`src/rtl/stream_pkg.sv`:
```
// Shared helpers for the stream_* family of blocks.
// Latency: n/a (constants and constant functions only).
// Backpressure: n/a.
package stream_pkg;

  // Ceiling log2 usable in constant expressions.
  function automatic int clog2(input int n);
    int r;
    r = 0;
    while ((1 << r) < n) r++;
    return r;
  endfunction

  // Default buffer depth and the pointer width that goes with it.
  localparam int DEF_FIFO_DEPTH = 2;
  localparam int PTR_W          = clog2(DEF_FIFO_DEPTH);

endpackage

```
`src/rtl/stream_join_if.sv`:
```
// Handshake bundle for stream_join: two input streams (b, c), one joined output (a).
// Latency: n/a (wires only).
// Backpressure: carries the ready signal of each stream.
interface stream_join_if #(
  parameter int DATA_BW = 8
);
  logic [DATA_BW-1:0]   b_data;
  logic                 b_valid;
  logic                 b_ready;
  logic [DATA_BW-1:0]   c_data;
  logic                 c_valid;
  logic                 c_ready;
  logic                 a_valid;
  logic [2*DATA_BW-1:0] a_data;
  logic                 a_ready;

  // Producer of b/c and consumer of a.
  modport master (
    output b_data, b_valid, c_data, c_valid, a_ready,
    input  b_ready, c_ready, a_valid, a_data
  );

  // The join block itself.
  modport slave (
    input  b_data, b_valid, c_data, c_valid, a_ready,
    output b_ready, c_ready, a_valid, a_data
  );
endinterface

```
`src/rtl/stream_sync_fifo.sv`:
```
// Small synchronous FIFO with combinational head output.
// Latency: a pushed item is visible at dout from the next cycle.
// Backpressure: a push while full is ignored; a pop while empty is ignored.
module stream_sync_fifo
  import stream_pkg::*;
#(
  parameter int DATA_BW    = 8,
  parameter int FIFO_DEPTH = DEF_FIFO_DEPTH
) (
  input  logic               clk,
  input  logic               rst,
  input  logic               push,
  input  logic [DATA_BW-1:0] din,
  input  logic               pop,
  output logic [DATA_BW-1:0] dout,
  output logic               full,
  output logic               empty
);
  localparam int PW = clog2(FIFO_DEPTH);

  logic [DATA_BW-1:0] r_mem [FIFO_DEPTH];
  logic [PW-1:0]      r_wptr;
  logic [PW-1:0]      r_rptr;
  logic [PW:0]        r_count;
  logic               w_push;
  logic               w_pop;

  assign full   = (r_count == (PW+1)'(FIFO_DEPTH));
  assign empty  = (r_count == '0);
  assign w_push = push && !full;
  assign w_pop  = pop && !empty;
  assign dout   = r_mem[r_rptr];

  // Pointers wrap naturally because the depth is a power of two.
  always_ff @(posedge clk) begin
    if (rst) begin
      r_wptr  <= '0;
      r_rptr  <= '0;
      r_count <= '0;
    end else begin
      if (w_push) r_wptr <= r_wptr + PW'(1);
      if (w_pop)  r_rptr <= r_rptr + PW'(1);
      case ({w_push, w_pop})
        2'b10:   r_count <= r_count + (PW+1)'(1);
        2'b01:   r_count <= r_count - (PW+1)'(1);
        default: r_count <= r_count;
      endcase
    end
  end

  // Storage is don't-care while empty, so it needs no reset.
  always_ff @(posedge clk) begin
    if (w_push) r_mem[r_wptr] <= din;
  end
endmodule

```
`src/rtl/stream_join.sv`:
```
// Joins streams b and c into a = {b, c}; one buffer per input absorbs branch skew.
// Latency: 2 cycles from simultaneous input fire to a_valid; 1 beat/cycle sustained.
// Backpressure: input readies are buffer-not-full only; output register holds while !a_ready.
module stream_join
  import stream_pkg::*;
#(
  parameter int DATA_BW    = 8,
  parameter int FIFO_DEPTH = DEF_FIFO_DEPTH
) (
  input  logic        clk,
  input  logic        rst,
  stream_join_if.slave bus
);
  logic [DATA_BW-1:0]   w_b_head;
  logic [DATA_BW-1:0]   w_c_head;
  logic                 w_b_full;
  logic                 w_c_full;
  logic                 w_b_empty;
  logic                 w_c_empty;
  logic                 w_load;
  logic                 r_a_valid;
  logic [2*DATA_BW-1:0] r_a_data;

  assign bus.b_ready = !w_b_full;
  assign bus.c_ready = !w_c_full;
  assign bus.a_valid = r_a_valid;
  assign bus.a_data  = r_a_data;

  // Both heads pop together, so b and c items can never be mis-paired.
  assign w_load = !w_b_empty && !w_c_empty && (!r_a_valid || bus.a_ready);

  stream_sync_fifo #(
    .DATA_BW    (DATA_BW),
    .FIFO_DEPTH (FIFO_DEPTH)
  ) u_fifo_b (
    .clk   (clk),
    .rst   (rst),
    .push  (bus.b_valid && !w_b_full),
    .din   (bus.b_data),
    .pop   (w_load),
    .dout  (w_b_head),
    .full  (w_b_full),
    .empty (w_b_empty)
  );

  stream_sync_fifo #(
    .DATA_BW    (DATA_BW),
    .FIFO_DEPTH (FIFO_DEPTH)
  ) u_fifo_c (
    .clk   (clk),
    .rst   (rst),
    .push  (bus.c_valid && !w_c_full),
    .din   (bus.c_data),
    .pop   (w_load),
    .dout  (w_c_head),
    .full  (w_c_full),
    .empty (w_c_empty)
  );

  // Output register: load a fresh pair, drop valid after a fire with nothing behind it.
  always_ff @(posedge clk) begin
    if (rst) begin
      r_a_valid <= 1'b0;
      r_a_data  <= '0;
    end else if (w_load) begin
      r_a_valid <= 1'b1;
      r_a_data  <= {w_b_head, w_c_head};
    end else if (bus.a_ready) begin
      r_a_valid <= 1'b0;
    end
  end
endmodule
```
`src/flat_wrapper.sv`:
```
// flat-port wrapper written by rule: the top's interface ports become plain ports
module stream_join_flat import stream_pkg::*;
#(
  parameter int DATA_BW    = 8,
  parameter int FIFO_DEPTH = DEF_FIFO_DEPTH
)
  (clk, rst, bus_b_data, bus_b_valid, bus_c_data, bus_c_valid, bus_a_ready, bus_b_ready, bus_c_ready, bus_a_valid, bus_a_data);
  stream_join_if #(.DATA_BW(DATA_BW)) bus_i ();
  input  logic clk;
  input  logic rst;
  input wire logic [$bits(bus_i.b_data)-1:0] bus_b_data;
  input wire logic [$bits(bus_i.b_valid)-1:0] bus_b_valid;
  input wire logic [$bits(bus_i.c_data)-1:0] bus_c_data;
  input wire logic [$bits(bus_i.c_valid)-1:0] bus_c_valid;
  input wire logic [$bits(bus_i.a_ready)-1:0] bus_a_ready;
  output wire logic [$bits(bus_i.b_ready)-1:0] bus_b_ready;
  output wire logic [$bits(bus_i.c_ready)-1:0] bus_c_ready;
  output wire logic [$bits(bus_i.a_valid)-1:0] bus_a_valid;
  output wire logic [$bits(bus_i.a_data)-1:0] bus_a_data;
  assign bus_i.b_data = bus_b_data;
  assign bus_i.b_valid = bus_b_valid;
  assign bus_i.c_data = bus_c_data;
  assign bus_i.c_valid = bus_c_valid;
  assign bus_i.a_ready = bus_a_ready;
  assign bus_b_ready = bus_i.b_ready;
  assign bus_c_ready = bus_i.c_ready;
  assign bus_a_valid = bus_i.a_valid;
  assign bus_a_data = bus_i.a_data;
  stream_join #(.DATA_BW(DATA_BW), .FIFO_DEPTH(FIFO_DEPTH)) u_core (.clk(clk), .rst(rst), .bus(bus_i));
endmodule
```
`config.mk`:
```
export PLATFORM = sky130hd
export DESIGN_NAME = stream_join_flat
export DESIGN_NICKNAME = d
export VERILOG_FILES = /design/src/rtl/stream_pkg.sv /design/src/rtl/stream_join_if.sv /design/src/rtl/stream_sync_fifo.sv /design/src/rtl/stream_join.sv /design/src/flat_wrapper.sv
export SDC_FILE = /design/constraint.sdc
export NUM_CORES = 1
export LEC_CHECK = 0
export ABC_AREA = 1
export CORE_MARGIN = 2
export CORE_UTILIZATION = 45
export CTS_BUF_LIST = sky130_fd_sc_hd__clkbuf_2
export CTS_CLUSTER_DIAMETER = 50
export DETAILED_ROUTE_END_ITERATION = 8
export GPL_TIMING_DRIVEN = 0
export PLACE_DENSITY_LB_ADDON = 0.1
export SLEW_MARGIN = 10
export SYNTH_ARGS = -nofsm -noshare
export SYNTH_HDL_FRONTEND = slang
export SYNTH_SLANG_ARGS = --single-unit
```
`constraint.sdc`:
```
create_clock -name clk -period 1.52 [get_ports clk]
set_input_delay 0.228 -clock clk [delete_from_list [all_inputs] [get_ports clk]]
set_output_delay 0.228 -clock clk [all_outputs]
set_load 0.01 [all_outputs]
```
==> results_tabular.tex <==
\begin{tabular}{lr}
\hline
Metric & Value \\
\hline
\multicolumn{2}{l}{\textbf{Status}} \\
\quad Run status & complete, no violations \\
\multicolumn{2}{l}{\textbf{Layout}} \\
\quad Area Growth Syn to Fin & 24.5\% \\
\quad Number of filler instances in the final layout & 476 \\
\quad Share of the core filled with cells & 0.590 \\
\quad FF+latch area & about 1500 sq um \\
\quad Antenna cell count & 0 \\
\quad Area of the multi-input gates & 663 sq um \\
\quad Ratio of cells with drive above 1 in the final layout & 0.168 \\
\quad Non-Filler Instances & 376 \\
\quad Nets@finish & 327 \\
\multicolumn{2}{l}{\textbf{Clock network}} \\
\quad Number of buffers between clock root and the deepest sink & 2 \\
\quad TritonCTS sink count & between 50 and 60 \\
\quad Clock Root Buffer & clkbuf\_2 \\
\quad H-tree lvl count & 3 \\
\quad Number of buffers inserted during clock tree synthesis & 9 \\
\quad CTS tree & built \\
\quad Insertion delay of the later-clocked pin in the worst-skew pair & 0.46 ns \\
\quad Clock transition at the registers of the reported paths & 0.16 ns \\
\quad Number of hold buffers added after CTS & 0 \\
\multicolumn{2}{l}{\textbf{Timing}} \\
\quad Final hold vios & 0 \\
\quad Number of setup violations in the final report & 0 \\
\quad Worst max-slew margin expressed relative to the limit & 0.665 \\
\quad Largest clock skew in the final design & around 0.019 ns \\
\quad Fmax & 710 MHz \\
\quad Time the worst path needs with I/O delays and setup & about 1.4 ns \\
\quad Transition time at the pin with the least slew margin & 0.502 ns \\
\quad Setup ws final & 0.111 ns \\
\quad Final count of pins violating max slew & 0 \\
\quad Final period utilization & 0.927 \\
\multicolumn{2}{l}{\textbf{Placement}} \\
\quad Global placement routability congestion & 0.714 \\
\quad Port buffer count & 39 \\
\quad DP Cell Count & 358 \\
\quad Pre-CTS setup slack & -0.429 ns \\
\quad HPWL after detailed placement & 2810 um \\
\multicolumn{2}{l}{\textbf{Detailed routing}} \\
\quad Final wirelength & approximately 4200 um \\
\quad Total number of vias & 1679 \\
\quad Via-to-Cell Ratio & between 4 and 5 \\
\quad Residual DRC & 0 \\
\quad Per-cell routed wire length & $\sim$11 um \\
\quad DRT iter0 DRCs & 92 \\
\quad Post-detailed-route count of antenna-violating nets & 0 \\
\quad Number of search-and-repair iterations in the first detailed-routing pass & 4 \\
\multicolumn{2}{l}{\textbf{Synthesis}} \\
\quad YS warnings & 0 \\
\quad Average size of a mapped cell & 9.06 sq um \\
\quad Top post-synthesis cells by area & edfxtp\_1, dfxtp\_1, nand2\_1, nor2\_1, inv\_1 \\
\quad Most frequent cells after synthesis & nand2\_1, nor2\_1, edfxtp\_1 \\
\quad Commonest register cell after synthesis & edfxtp\_1 \\
\quad Post-synth EDFFs & 32 \\
\quad Gate count of the mapped netlist & 252 \\
\quad Register bit total from synthesis & 57 \\
\quad FFs w/ async S/R, synth & 0 \\
\quad Mapped cell area & 2280 sq um \\
\quad Fraction of synthesized cell area taken by the top area cell type & 0.421 \\
\quad Leading area contributor after synthesis & edfxtp\_1 \\
\quad Post-synthesis net count & $\sim$280 \\
\quad Cell with the most instances after synthesis & nand2\_1 \\
\quad Count of unique library cells instantiated by Yosys & 19 \\
\quad Post-synthesis sequential area ratio & 0.640 \\
\multicolumn{2}{l}{\textbf{Job}} \\
\quad Count of maximum capacitance violations & 0 \\
\multicolumn{2}{l}{\textbf{Power and ir drop}} \\
\quad Power Dens Cells & 1760 nW/um\^{}2 \\
\quad Leakage component of the power & 1.36 nW \\
\quad Maximum ir drop on the vdd rail & about 830 uV \\
\multicolumn{2}{l}{\textbf{Critical path}} \\
\quad Data required time at the worst endpoint & 1.90 ns \\
\quad Cell repeated most along the worst path & inv\_1 \\
\quad Master of the slowest instance on the critical path & dfxtp\_2 \\
\quad CP cell instances & inv\_1 > nand2\_2 > nand3\_2 > buf\_12 > inv\_2 > ha\_1 > inv\_1 > nand4\_1 > nand2\_1 > nor2\_1 \\
\quad Count of buffering cells on the critical path with inverters included & 4 \\
\quad Crit path largest cell delay & a little under 0.4 ns \\
\quad Data arrival time of the worst path & 1.79 ns \\
\quad Kind of start point of the critical path & flip-flop \\
\quad Kind of cell adding the most delay to the critical path & flip-flops \\
\quad Class of the most critical setup path & reg2reg \\
\quad Critical-path maximum fanout & 6 \\
\quad Reg-to-reg setup timing slack & 0.11 ns \\
\quad Crit end category & flip-flop \\
\multicolumn{2}{l}{\textbf{Floorplanning}} \\
\quad Core ar. & 4820 sq um \\
\quad Number of primary I/O pins & 40 \\
\quad Die footprint & 5660 sq um \\
\quad Horizontal extent of the die & 75.2 um \\
\quad Std cell rows & 25 \\
\quad Die Span Y & about 75 um \\
\quad Starting utilization of the core area & 0.474 \\
\multicolumn{2}{l}{\textbf{Global route}} \\
\quad Total grt overflow & 0 \\
\quad Pin count of the biggest net entering global routing & 20 \\
\quad Via count of the first global-routing pass & 1500 \\
\quad First-pass GRT wire length & 6710 um \\
\quad Number of antenna violations at the first check in global routing & 0 \\
\quad Combined global-route utilization of all metal layers & 0.169 \\
\multicolumn{2}{l}{\textbf{Hold path}} \\
\quad Worst hold path class & in2reg \\
\hline
\end{tabular}
[what timing repair did]
item	4_1_cts	5_1_grt
gates cloned	0	0
buffers inserted	0	3
gates resized for setup	31	6
setup endpoints to repair	56	6
[area by class of cell]
type / instances / share of cell area
Clock buffer: 11 / 0.0194
Tap cell: 67 / 0.0295
Inverter: 32 / 0.0423
Clock inverter: 5 / 0.00792
Buffer: 7 / 0.0172
Multi-Input combinational cell: 155 / 0.233
Sequential cell: 57 / 0.516
Timing Repair Buffer: 42 / 0.134
[power by group]
group,switching [W],internal [W],total (W)
logic,0.00122,0.000800,0.00202
registers,0.000178,0.00207,0.00225
clock network,0.000527,0.000211,0.000738
total,0.00192,0.00309,0.00501
[stage by stage]
stage | hold WS (ns) | total power, W | instance area [sq um] | TNS (ns)
2_1_floorplan | 0.290 | 0.00360 | 2280 | 0
3_3_place_gp | 0.474 | 0.00436 | 2760 | -9.98
3_5_place_dp | 0.486 | 0.00441 | 2760 | -10.78
4_1_cts | 0.303 | 0.00499 | 2820 | 0
5_1_grt | 0.286 | 0.00548 | 2840 | -0.00487
6_report | 0.339 | 0.00501 | 2840 | 0
[metal layers]
metal / up-vias / track usage / wire (um)
li1: 883 / - / -
met1: 756 / 0.202 / 1960
met2: 35 / 0.275 / 1940
met3: 5 / 0.0589 / 190
met4: 0 / 0.0819 / 74
met5: - / 0 / 0
[logic make-up after synthesis]
| logic type | count (synthesis) | share of synthesized area |
|---|---|---|
| simple gates | 144 | 0.252 |
| flops | 57 | 0.640 |
| buf+inv | 40 | 0.0751 |
| compound gates | 9 | 0.0225 |
| fa+ha+maj | 2 | 0.0110 |
[sequential cells by signal, indices dropped and copies added, names as in the netlist]
register / flops
u_core.bus.a_valid: 1
u_core.u_fifo_c.r_count: 2
u_core.u_fifo_b.r_mem: 16
u_core.u_fifo_b.r_wptr: 1
u_core.u_fifo_b.r_count: 2
u_core.u_fifo_c.r_mem: 16
u_core.u_fifo_c.r_wptr: 1
u_core.u_fifo_b.r_rptr: 1
u_core.u_fifo_c.r_rptr: 1
u_core.bus.a_data: 16
[cell usage in the layout (no fill, tap or decap), types with 2 or more instances in the layout]
cell	instances
buf_2	6
buf_4	3
nor2_2	11
inv_1	25
a31oi_1	2
dlygate4sd2_1	17
clkdlybuf4s50_1	20
nand2_1	95
ha_1	2
o21ai_0	2
inv_2	7
dfxtp_2	5
a21oi_1	4
clkbuf_2	12
clkinv_1	2
clkinv_2	3
dfxtp_1	20
nor3_1	2
nor2_1	31
nand2_2	2
nand4_1	2
edfxtp_1	32
[path summary, 6_finish.rpt]
| check | from | end | cells past startpoint |
|---|---|---|---|
| setup reg to reg | u_core.u_fifo_c.r_count[1]$_SDFFE_PP0P_ | u_core.u_fifo_b.r_count[1]$_SDFFE_PP0P_ | 10 |
| hold / removal | bus_c_data[2] | u_core.u_fifo_c.r_mem[1][2]$_DFFE_PP_ | 1 |
| setup / recovery | u_core.u_fifo_c.r_count[1]$_SDFFE_PP0P_ | u_core.u_fifo_b.r_count[1]$_SDFFE_PP0P_ | 10 |
| hold reg to reg | u_core.u_fifo_b.r_count[0]$_SDFFE_PP0P_ | u_core.u_fifo_b.r_count[0]$_SDFFE_PP0P_ | 1 |
Note: power is estimated with default switching activity, not from simulation.
==> patch (same flow settings) <==
`DATA_BW` is set to 8 in 4 places; all go to 6.
--- a/src/rtl/stream_join_if.sv
+++ b/src/rtl/stream_join_if.sv
@@ -2,7 +2,7 @@
 // Latency: n/a (wires only).
 // Backpressure: carries the ready signal of each stream.
 interface stream_join_if #(
-  parameter int DATA_BW = 8
+  parameter int DATA_BW = 6
 );
   logic [DATA_BW-1:0]   b_data;
   logic                 b_valid;
--- a/src/rtl/stream_sync_fifo.sv
+++ b/src/rtl/stream_sync_fifo.sv
@@ -4,7 +4,7 @@
 module stream_sync_fifo
   import stream_pkg::*;
 #(
-  parameter int DATA_BW    = 8,
+  parameter int DATA_BW    = 6,
   parameter int FIFO_DEPTH = DEF_FIFO_DEPTH
 ) (
   input  logic               clk,
--- a/src/rtl/stream_join.sv
+++ b/src/rtl/stream_join.sv
@@ -4,7 +4,7 @@
 module stream_join
   import stream_pkg::*;
 #(
-  parameter int DATA_BW    = 8,
+  parameter int DATA_BW    = 6,
   parameter int FIFO_DEPTH = DEF_FIFO_DEPTH
 ) (
   input  logic        clk,
--- a/src/flat_wrapper.sv
+++ b/src/flat_wrapper.sv
@@ -1,7 +1,7 @@
 // flat-port wrapper written by rule: the top's interface ports become plain ports
 module stream_join_flat import stream_pkg::*;
 #(
-  parameter int DATA_BW    = 8,
+  parameter int DATA_BW    = 6,
   parameter int FIFO_DEPTH = DEF_FIFO_DEPTH
 )
   (clk, rst, bus_b_data, bus_b_valid, bus_c_data, bus_c_valid, bus_a_ready, bus_b_ready, bus_c_ready, bus_a_valid, bus_a_data);
Ports: changed (resized bus_a_data, bus_b_data and bus_c_data); port bits go from 40 to 32. No check against the original RTL was run, so the function may have changed too.
==> patch against the unedited design <==
  * Hold slack improved by 55 ps
  * Synthesized cell count fell by 19%
  * Largest power group unchanged
  * Area after synthesis fell by 21%
  * Critical endpoint is now u_core.u_fifo_c.r_mem[0][3]
  * Worst setup slack improved by 57 ps
  * Final cell count fell by 22%
  * Non-clock buffer count fell by 12
  * Final area fell by 21%
  * Sequential cell count fell by 12
  * Routed wire length fell by 27%
  * Power fell by 22%
  * Via count fell by 20%
==> patch: results (changes against the unedited design) <==
outcome: "finished clean"
gp_congestion: 0.708  # -0.87%
grtUsageTotal_pct: 16.0  # -0.97 points
route.met3.wl_um: 127  # -33%
post_route_cells_drive_above_1_share_pct: 16.7  # -0.094 points
reg2reg_to: "u_core.u_fifo_c.r_mem[0][3]"
buffers_excl_clock: 37  # -24%
clk_pin_slew_ps: 210  # +50 ps
clock_latency_ps: 390  # -70 ps
cts_buffers: 5  # -4
grt_max_degree: 14  # -30%
hp-start: "bus_c_data[4]"
synth_top_cells_by_count: "nand2_1, nor2_1, inv_1"
cpLargestDelayFamily: "simple AND/OR/NAND/NOR gates"
synth_fa_ha_area_share_pct: 1.38  # +0.29 points
drt-initial-drc-count: 33  # -64%
grt_util_met1_pct: 18.8  # -1.4 points
clk_share_pct: 1.78  # -0.95 points
post-cts-setup-buffers: 1  # +1
cts_resized: 30  # -3.2%
p_leak_nw: 1.08  # -21%
ys_seq_area_share_pct: 63.0  # -1.0 points
wl_met2_um: 1450  # -26%
clkbuf_count: 6  # -5
p_per_area_nw_per_um2: 1730  # -1.7%
finalNetCount: 263  # -20%
synthTopCellsByArea: "edfxtp_1, dfxtp_1, nand2_1"
grtUsageMet2_pct: 25.9  # -1.6 points
dp_hpwl_um: 2200  # -22%
multi_input_area_share_pct: 24.1  # +0.81 points
pre_cts_ws_ps: -425  # +4.50 ps
nonClkBufAreaFrac_pct: 14.8  # -0.31 points
dpl-instance-area_sq_um: 2180  # -21%
vias: 1336  # -20%
synth_edf_count: 24  # -25%
rrSetupSlack_ps: 170  # +60 ps
patch: cell types whose count changed after synthesis:
cell      delta
nand3_2      -1
nand2_2      +1
a21oi_1      +1
nand3_4      +1
a21oi_2      -1
dfxtp_1      -4
buf_2        -4
nor2_1       -1
nor2_2       -7
nand2_1     -21
edfxtp_1     -8
inv_2        -3
inv_1        -1
patch: worst max-delay path by stage:
| stage | to | slack [ps] | depth (start not counted) |
|---|---|---|---|
| floorplan | u_core.u_fifo_c.r_count[1] | 60 | 9 |
| global placement | u_core.u_fifo_c.r_count[1] | -380 | 11 |
| detailed placement | u_core.u_fifo_c.r_count[1] | -420 | 11 |
| CTS | bus_b_ready | 50 | 3 |
| global route | u_core.u_fifo_c.r_mem[0][3] | 50 | 4 |
| finish | u_core.u_fifo_c.r_mem[0][3] | 170 | 4 |
patch: report_power, final:
group          switching (W)  internal, W
combinational       0.000907     0.000636
sequential          0.000196      0.00167
clock               0.000361     0.000116
